`config.mk`:
```
export PLATFORM = sky130hd
export DESIGN_NAME = sa_host_drv
export DESIGN_NICKNAME = d
export VERILOG_FILES = /design/src/rtl/sa_host_drv.sv
export SDC_FILE = /design/constraint.sdc
export NUM_CORES = 1
export LEC_CHECK = 0
export CAP_MARGIN = 20
export CORE_MARGIN = 5
export CORE_UTILIZATION = 40
export DETAILED_ROUTE_END_ITERATION = 8
export PLACE_DENSITY = 0.83
export SYNTH_ARGS = -nofsm -noshare
export SYNTH_HDL_FRONTEND = slang
export SYNTH_SLANG_ARGS = --single-unit
export TNS_END_PERCENT = 50
```
`constraint.sdc`:
```
create_clock -name clk_i -period 3.8 [get_ports clk_i]
set_clock_uncertainty 0.2 [all_clocks]
set_input_delay 0.38 -clock clk_i [delete_from_list [all_inputs] [get_ports clk_i]]
set_output_delay 0.38 -clock clk_i [all_outputs]
set_load 0.02 [all_outputs]
```
`src/rtl/sa_host_drv.sv`:
```
`default_nettype none
// ============================================================================
// Module   : sa_host_drv
// Purpose  : Host-side driver for a systolic MAC array. Streams 64 weights and
//            64 data operands into the array, clears the accumulators, kicks
//            the array off, polls its status word, then reads 64 results back
//            out through a valid/ready result stream.
// Options  : SA_HOST_TIMEOUT_EN - enables the POLL_TO poll timeout and err_o.
// Revision : 1.0 - initial release
// ============================================================================
module sa_host_drv #(
  parameter int MAC_W   = 19,
  parameter int X_W     = 8,
  parameter int POLL_TO = 255
) (
  input  logic             clk_i,
  input  logic             rst_i,
  input  logic             cmd_start_i,
  input  logic [X_W-1:0]   in_data_i,
  input  logic             in_v_i,
  output logic             in_rdy_o,
  output logic [7:0]       addr_o,
  output logic [31:0]      wdata_o,
  output logic             wr_vo,
  input  logic [MAC_W-1:0] rdata_i,
  output logic [MAC_W-1:0] res_o,
  output logic             res_v_o,
  input  logic             res_rdy_i,
  output logic             busy_o,
  output logic             done_o,
  output logic             err_o
);

  localparam logic [5:0] c_LAST_K   = 6'd63;  // last operand / result index
  localparam logic [5:0] c_LAST_CLR = 6'd7;   // last accumulator clear index

  typedef enum logic [3:0] {
    S_IDLE   = 4'd0,
    S_LOAD_W = 4'd1,
    S_LOAD_X = 4'd2,
    S_CLR    = 4'd3,
    S_START  = 4'd4,
    S_GAP    = 4'd5,
    S_POLL   = 4'd6,
    S_READ   = 4'd7,
    S_FIN    = 4'd8
  } state_t;

  state_t           r_state;
  logic [5:0]       r_k;       // per-phase index, never wraps past its terminal value
  logic             r_phase;   // second cycle of a 2-cycle read slot
  logic [MAC_W-1:0] r_res;
  logic             r_res_v;

  logic [7:0]       w_addr;
  logic [31:0]      w_wdata;
  logic             w_wr;
  logic             w_rdy;

`ifdef SA_HOST_TIMEOUT_EN
  localparam int TO_W = $clog2(POLL_TO + 1);
  logic            r_err;
  logic [TO_W-1:0] r_to_cnt;
`else
  // The timeout parameter has no hardware in this build.
  logic w_unused_poll_to;
  assign w_unused_poll_to = (POLL_TO != 0);
`endif

  // Array-side bus decode: address, data and strobe follow state and index so
  // a load handshake writes in the very cycle it happens.
  always_comb begin
    w_addr  = 8'd0;
    w_wdata = 32'd0;
    w_wr    = 1'b0;
    w_rdy   = 1'b0;
    case (r_state)
      S_LOAD_W: begin
        w_rdy   = 1'b1;
        w_addr  = {2'b00, r_k};
        w_wdata = 32'(in_data_i);
        w_wr    = in_v_i;
      end
      S_LOAD_X: begin
        w_rdy   = 1'b1;
        w_addr  = {2'b01, r_k};
        w_wdata = 32'(in_data_i);
        w_wr    = in_v_i;
      end
      S_CLR: begin
        w_addr = {5'b10000, r_k[2:0]};
        w_wr   = 1'b1;
      end
      S_START: begin
        w_addr = 8'd192;
        w_wr   = 1'b1;
      end
      S_READ:  w_addr = {2'b10, r_k};
      default: ;
    endcase
  end

  // Job sequencer: load, clear, start, poll for completion, read back.
  always_ff @(posedge clk_i or posedge rst_i) begin
    if (rst_i) begin
      r_state  <= S_IDLE;
      r_k      <= 6'd0;
      r_phase  <= 1'b0;
      r_res    <= '0;
      r_res_v  <= 1'b0;
`ifdef SA_HOST_TIMEOUT_EN
      r_err    <= 1'b0;
      r_to_cnt <= '0;
`endif
    end else begin
      case (r_state)
        S_IDLE: begin
          if (cmd_start_i) begin
            r_state <= S_LOAD_W;
            r_k     <= 6'd0;
`ifdef SA_HOST_TIMEOUT_EN
            r_err   <= 1'b0;
`endif
          end
        end
        S_LOAD_W: begin
          if (in_v_i) begin
            if (r_k == c_LAST_K) begin
              r_k     <= 6'd0;
              r_state <= S_LOAD_X;
            end else begin
              r_k <= r_k + 6'd1;
            end
          end
        end
        S_LOAD_X: begin
          if (in_v_i) begin
            if (r_k == c_LAST_K) begin
              r_k     <= 6'd0;
              r_state <= S_CLR;
            end else begin
              r_k <= r_k + 6'd1;
            end
          end
        end
        S_CLR: begin
          if (r_k == c_LAST_CLR) begin
            r_k     <= 6'd0;
            r_state <= S_START;
          end else begin
            r_k <= r_k + 6'd1;
          end
        end
        S_START: r_state <= S_GAP;
        S_GAP: begin
          r_phase <= 1'b0;
`ifdef SA_HOST_TIMEOUT_EN
          r_to_cnt <= '0;
`endif
          r_state <= S_POLL;
        end
        S_POLL: begin
          r_phase <= ~r_phase;
          if (r_phase && rdata_i[0]) begin
            r_phase <= 1'b0;
            r_k     <= 6'd0;
            r_state <= S_READ;
          end
`ifdef SA_HOST_TIMEOUT_EN
          else if (r_to_cnt == TO_W'(POLL_TO - 1)) begin
            r_err   <= 1'b1;
            r_state <= S_FIN;
          end else begin
            r_to_cnt <= r_to_cnt + 1'b1;
          end
`endif
        end
        S_READ: begin
          if (!r_res_v) begin
            if (r_phase) begin
              r_res   <= rdata_i;
              r_res_v <= 1'b1;
            end else begin
              r_phase <= 1'b1;
            end
          end else if (res_rdy_i) begin
            r_res_v <= 1'b0;
            r_phase <= 1'b0;
            if (r_k == c_LAST_K) begin
              r_k     <= 6'd0;
              r_state <= S_FIN;
            end else begin
              r_k <= r_k + 6'd1;
            end
          end
        end
        S_FIN:   r_state <= S_IDLE;
        default: r_state <= S_IDLE;
      endcase
    end
  end

  assign addr_o   = w_addr;
  assign wdata_o  = w_wdata;
  assign wr_vo    = w_wr;
  assign in_rdy_o = w_rdy;
  assign res_o    = r_res;
  assign res_v_o  = r_res_v;
  assign busy_o   = (r_state != S_IDLE);
  assign done_o   = (r_state == S_FIN);
`ifdef SA_HOST_TIMEOUT_EN
  assign err_o    = r_err;
`else
  assign err_o    = 1'b0;
`endif

endmodule
`default_nettype wire

```
==> impl_results.rst <==
.. list-table::
   :header-rows: 1

   * - Metric
     - Value
   * - Dominant delay contributor by cell family on the critical path
     - compound AO/OA/AOI/OAI gates
   * - Clock latency on the worst-skew pair
     - 280 ps
   * - Resized Gates After CTS
     - 0
   * - CP max stage delay
     - 700 ps
   * - Post CTS Setup Buffer Count
     - 0
   * - Nature of the critical path endpoint
     - output port
   * - Relative max-transition margin
     - around three fifths
   * - Post-synthesis instance area
     - around 0.0019 mm2
   * - Total negative setup slack
     - 0 ps
   * - Period Utilization, post-route
     - about four fifths
   * - Clock transition at the registers of the reported paths
     - roughly 60 ps
   * - Worst setup path class
     - reg -> out
   * - Worst path setup slack after routing
     - 729 ps
   * - Slew at the pin closest to its max-slew limit
     - roughly 570 ps
   * - Required time worst endpoint
     - around 3200 ps
   * - Remaining global-route overflow
     - 0
   * - Ratio of routed vias to standard cells
     - 5.04
   * - Remaining antenna violation count after routing
     - 0
   * - Hold slack final
     - roughly 280 ps
   * - Total design power
     - 2.10 mW
   * - # diodes
     - 0
   * - Global-route wire length before repair
     - 6.76 mm
   * - Cts bufs inserted
     - 5
   * - Final Wtd Congestion
     - between 0.7 and 0.8
   * - Standby leakage power
     - 1.14 nW
   * - Boundary pin count
     - 97
   * - Cells after synthesis
     - approximately 180
   * - Most used DFF post-synth
     - sky130_fd_sc_hd__dfrtp_1
   * - Kind of start point of the critical path
     - flop
   * - Number of nets in the final layout
     - 286
   * - Pin count of the biggest net entering global routing
     - 32
   * - Top cells by count, synth
     - 31 x sky130_fd_sc_hd__dfrtp_1, 28 x sky130_fd_sc_hd__buf_4, 19 x sky130_fd_sc_hd__mux2_1
   * - Post-synth top area cell
     - sky130_fd_sc_hd__dfrtp_1
   * - Slowest cell on the critical path
     - sky130_fd_sc_hd__dfrtp_1
   * - Via count of the first global-routing pass
     - about 1500
   * - Die Area
     - about 0.006 mm2
   * - Number of levels in the clock H-tree
     - 2
   * - Max-slew violation count
     - 0
   * - Buffer levels on the longest clock path
     - 2
   * - Fraction of post-synthesis cell area in the top cell type by area
     - 41.4%
   * - Worst IR drop on VDD
     - ~0.42 mV
   * - Most numerous cell in the Yosys netlist
     - sky130_fd_sc_hd__dfrtp_1
   * - CTS sink count
     - 31
   * - Share of layout cells above drive strength 1
     - 6.69%
   * - Part of the Yosys area used for sequential elements
     - between 40% and 50%
   * - Max-cap viol count
     - 0
   * - Number of antenna violations at the first check in global routing
     - 0
   * - Via total after detailed routing
     - approximately 1600
   * - Power per Cell Area
     - around 800 mW/mm2
   * - TritonCTS clock tree
     - built
   * - Drt pass-1 iters
     - 4
   * - Final Hold Viols
     - 0
   * - Number of synthesized flops with an enable pin
     - 0
   * - Internal power of the cells
     - around 1.2 mW
   * - Mean area per synthesized cell
     - about 10 um2
   * - Total length of routed wires
     - 4.16 mm
   * - Unrepaired setup endpoints after global routing
     - no
   * - Placement row count
     - 25
   * - Final setup violation count
     - 0
   * - Setup Slack @ Placement
     - 1050 ps
   * - Net switching share of the total power
     - between 40% and 50%
   * - Count of unique library cells instantiated by Yosys
     - 47
   * - Clock Tree Root
     - sky130_fd_sc_hd__clkbuf_8
   * - Post-DP HPWL
     - ~3.3 mm
   * - Core ar.
     - around 0.0046 mm2
   * - Hold Path Class
     - in -> async
   * - Synthesis-to-finish area growth
     - 39.6%
   * - Async set-or-reset flop fraction in the synthesized netlist
     - 100%
   * - Critical path cell sequence
     - a21boi_1, a211oi_4, a31oi_2, nor2b_1, clkdlybuf4s50_1
   * - Gr usage total
     - 14.0%
   * - Outcome
     - complete, no violations
   * - Overall die height
     - about 80 um
   * - Horizontal extent of the die
     - between 70 and 80 um
   * - Relative contribution of the clock network to total power
     - around an eighth
   * - Highest clock frequency the design can meet
     - ~0.33 GHz
   * - Buffering stage count on the worst path with inverters included
     - 1
   * - P_sw
     - slightly below 0.9 mW
   * - #FFs+latches synth
     - 31
   * - Critical-path maximum fanout
     - 17
   * - Reg power frac
     - about 30%
   * - Combinational group share of total power
     - 57.1%
   * - Minimum period implied by the final worst setup slack
     - slightly above 3000 ps
   * - Buffers added on ports
     - around 70
   * - DR iter-0 viols
     - 47
   * - Post-route DRC violation count
     - 0
   * - Yosys warning count
     - 0
   * - Synth area leaders
     - sky130_fd_sc_hd__dfrtp_1 41%, sky130_fd_sc_hd__mux2_1 11%, sky130_fd_sc_hd__buf_4 11%
   * - Critical path data arrival time
     - 2490 ps
   * - Total of hold buffers inserted after clock tree synthesis
     - 0
   * - Routed WL per cell
     - about 13 um
   * - Effective utilization at floorplan
     - between 40% and 50%
-- flip-flops by register name, indices dropped and copies added, names as in the netlist --
signal	count
res_o	19
r_k	6
res_v_o	1
r_phase	1
r_state	4
-- worst paths after layout --
check	from	end	slack, ps	depth (start not counted)
hold / removal	rst_i	res_o[8]	280	3
setup reg to reg	r_state[0]	res_o[1]	1300	5
min in group clk_i	res_o[8]	res_o[8]	280	1
hold reg to reg	res_o[8]	res_o[8]	280	1
setup / recovery	r_state[0]	addr_o[0]	730	5
max in group asynchronous	rst_i	r_phase	2830	3
-- cells in the final DEF, fill, tap and decap left out, types with 3 or more instances in the layout --
cell type                         instances
sky130_fd_sc_hd__mux2_1                  19
sky130_fd_sc_hd__nand2_1                 10
sky130_fd_sc_hd__and2_1                  13
sky130_fd_sc_hd__nor3_1                   3
sky130_fd_sc_hd__inv_1                    4
sky130_fd_sc_hd__o21ai_1                  7
sky130_fd_sc_hd__o22ai_1                  4
sky130_fd_sc_hd__nor2_1                   8
sky130_fd_sc_hd__dfrtp_1                 31
sky130_fd_sc_hd__clkbuf_8                 7
sky130_fd_sc_hd__nand3_1                  3
sky130_fd_sc_hd__conb_1                  25
sky130_fd_sc_hd__nor2b_1                  6
sky130_fd_sc_hd__clkdlybuf4s50_1         71
sky130_fd_sc_hd__a22o_1                   5
sky130_fd_sc_hd__a21oi_1                  3
-- routing by layer --
| layer | vias up | GRT usage (%) | share of wire, % |
|---|---|---|---|
| met5 | - | 0 | 0 |
| li1 | 733 | - | - |
| met4 | 0 | 6.29 | 1.6 |
| met3 | 6 | 6.31 | 11 |
| met1 | 713 | 16.5 | 43 |
| met2 | 100 | 22.0 | 44 |
-- logic make-up (layout without fill, tap and decap cells) --
kind of cell | Yosys count | count (layout) | share of synthesized area, %
adder cells (fa/ha/maj) | 1 | 1 | 0.667
flip-flops | 31 | 31 | 41.4
other | 1 | 25 | 0.200
multiplexers | 20 | 20 | 12.0
AO/OA/AOI/OAI | 37 | 37 | 15.6
XOR/XNOR | 2 | 2 | 1.34
buffers and inverters | 38 | 86 | 13.7
AND/OR/NAND/NOR | 52 | 52 | 15.2
-- final cells by class --
type	count	area (um2)
inverters	6	22.5
well taps	54	67.6
fillers	408	2010
multi-input cells	137	932
repair buffers	72	718
flip-flops and latches	31	776
clock buffers	8	100
-- metrics by stage --
stage,utilization [%],cell area (um2),cells
floorplan,-,1960,206
global placement,54.4,2520,300
detailed placement,54.4,2520,300
CTS,56.5,2620,308
global route,56.5,2620,308
finish,56.5,2620,308
-- power groups by stage --
stage / Combinational (mW) / Clock (mW) / Sequential (mW)
2_1_floorplan: 0.715 / 0 / 0.685
3_3_place_gp: 1.18 / 0 / 0.616
3_5_place_dp: 1.21 / 0 / 0.628
4_1_cts: 1.21 / 0.291 / 0.622
5_1_grt: 1.29 / 0.306 / 0.648
6_report: 1.20 / 0.279 / 0.622
-- tightest hold or removal path: stages --
cell and delay (ps):
sky130_fd_sc_hd__clkdlybuf4s50_1 390, sky130_fd_sc_hd__inv_1 50, sky130_fd_sc_hd__buf_4 350
Power figures use the tool's default switching activity.
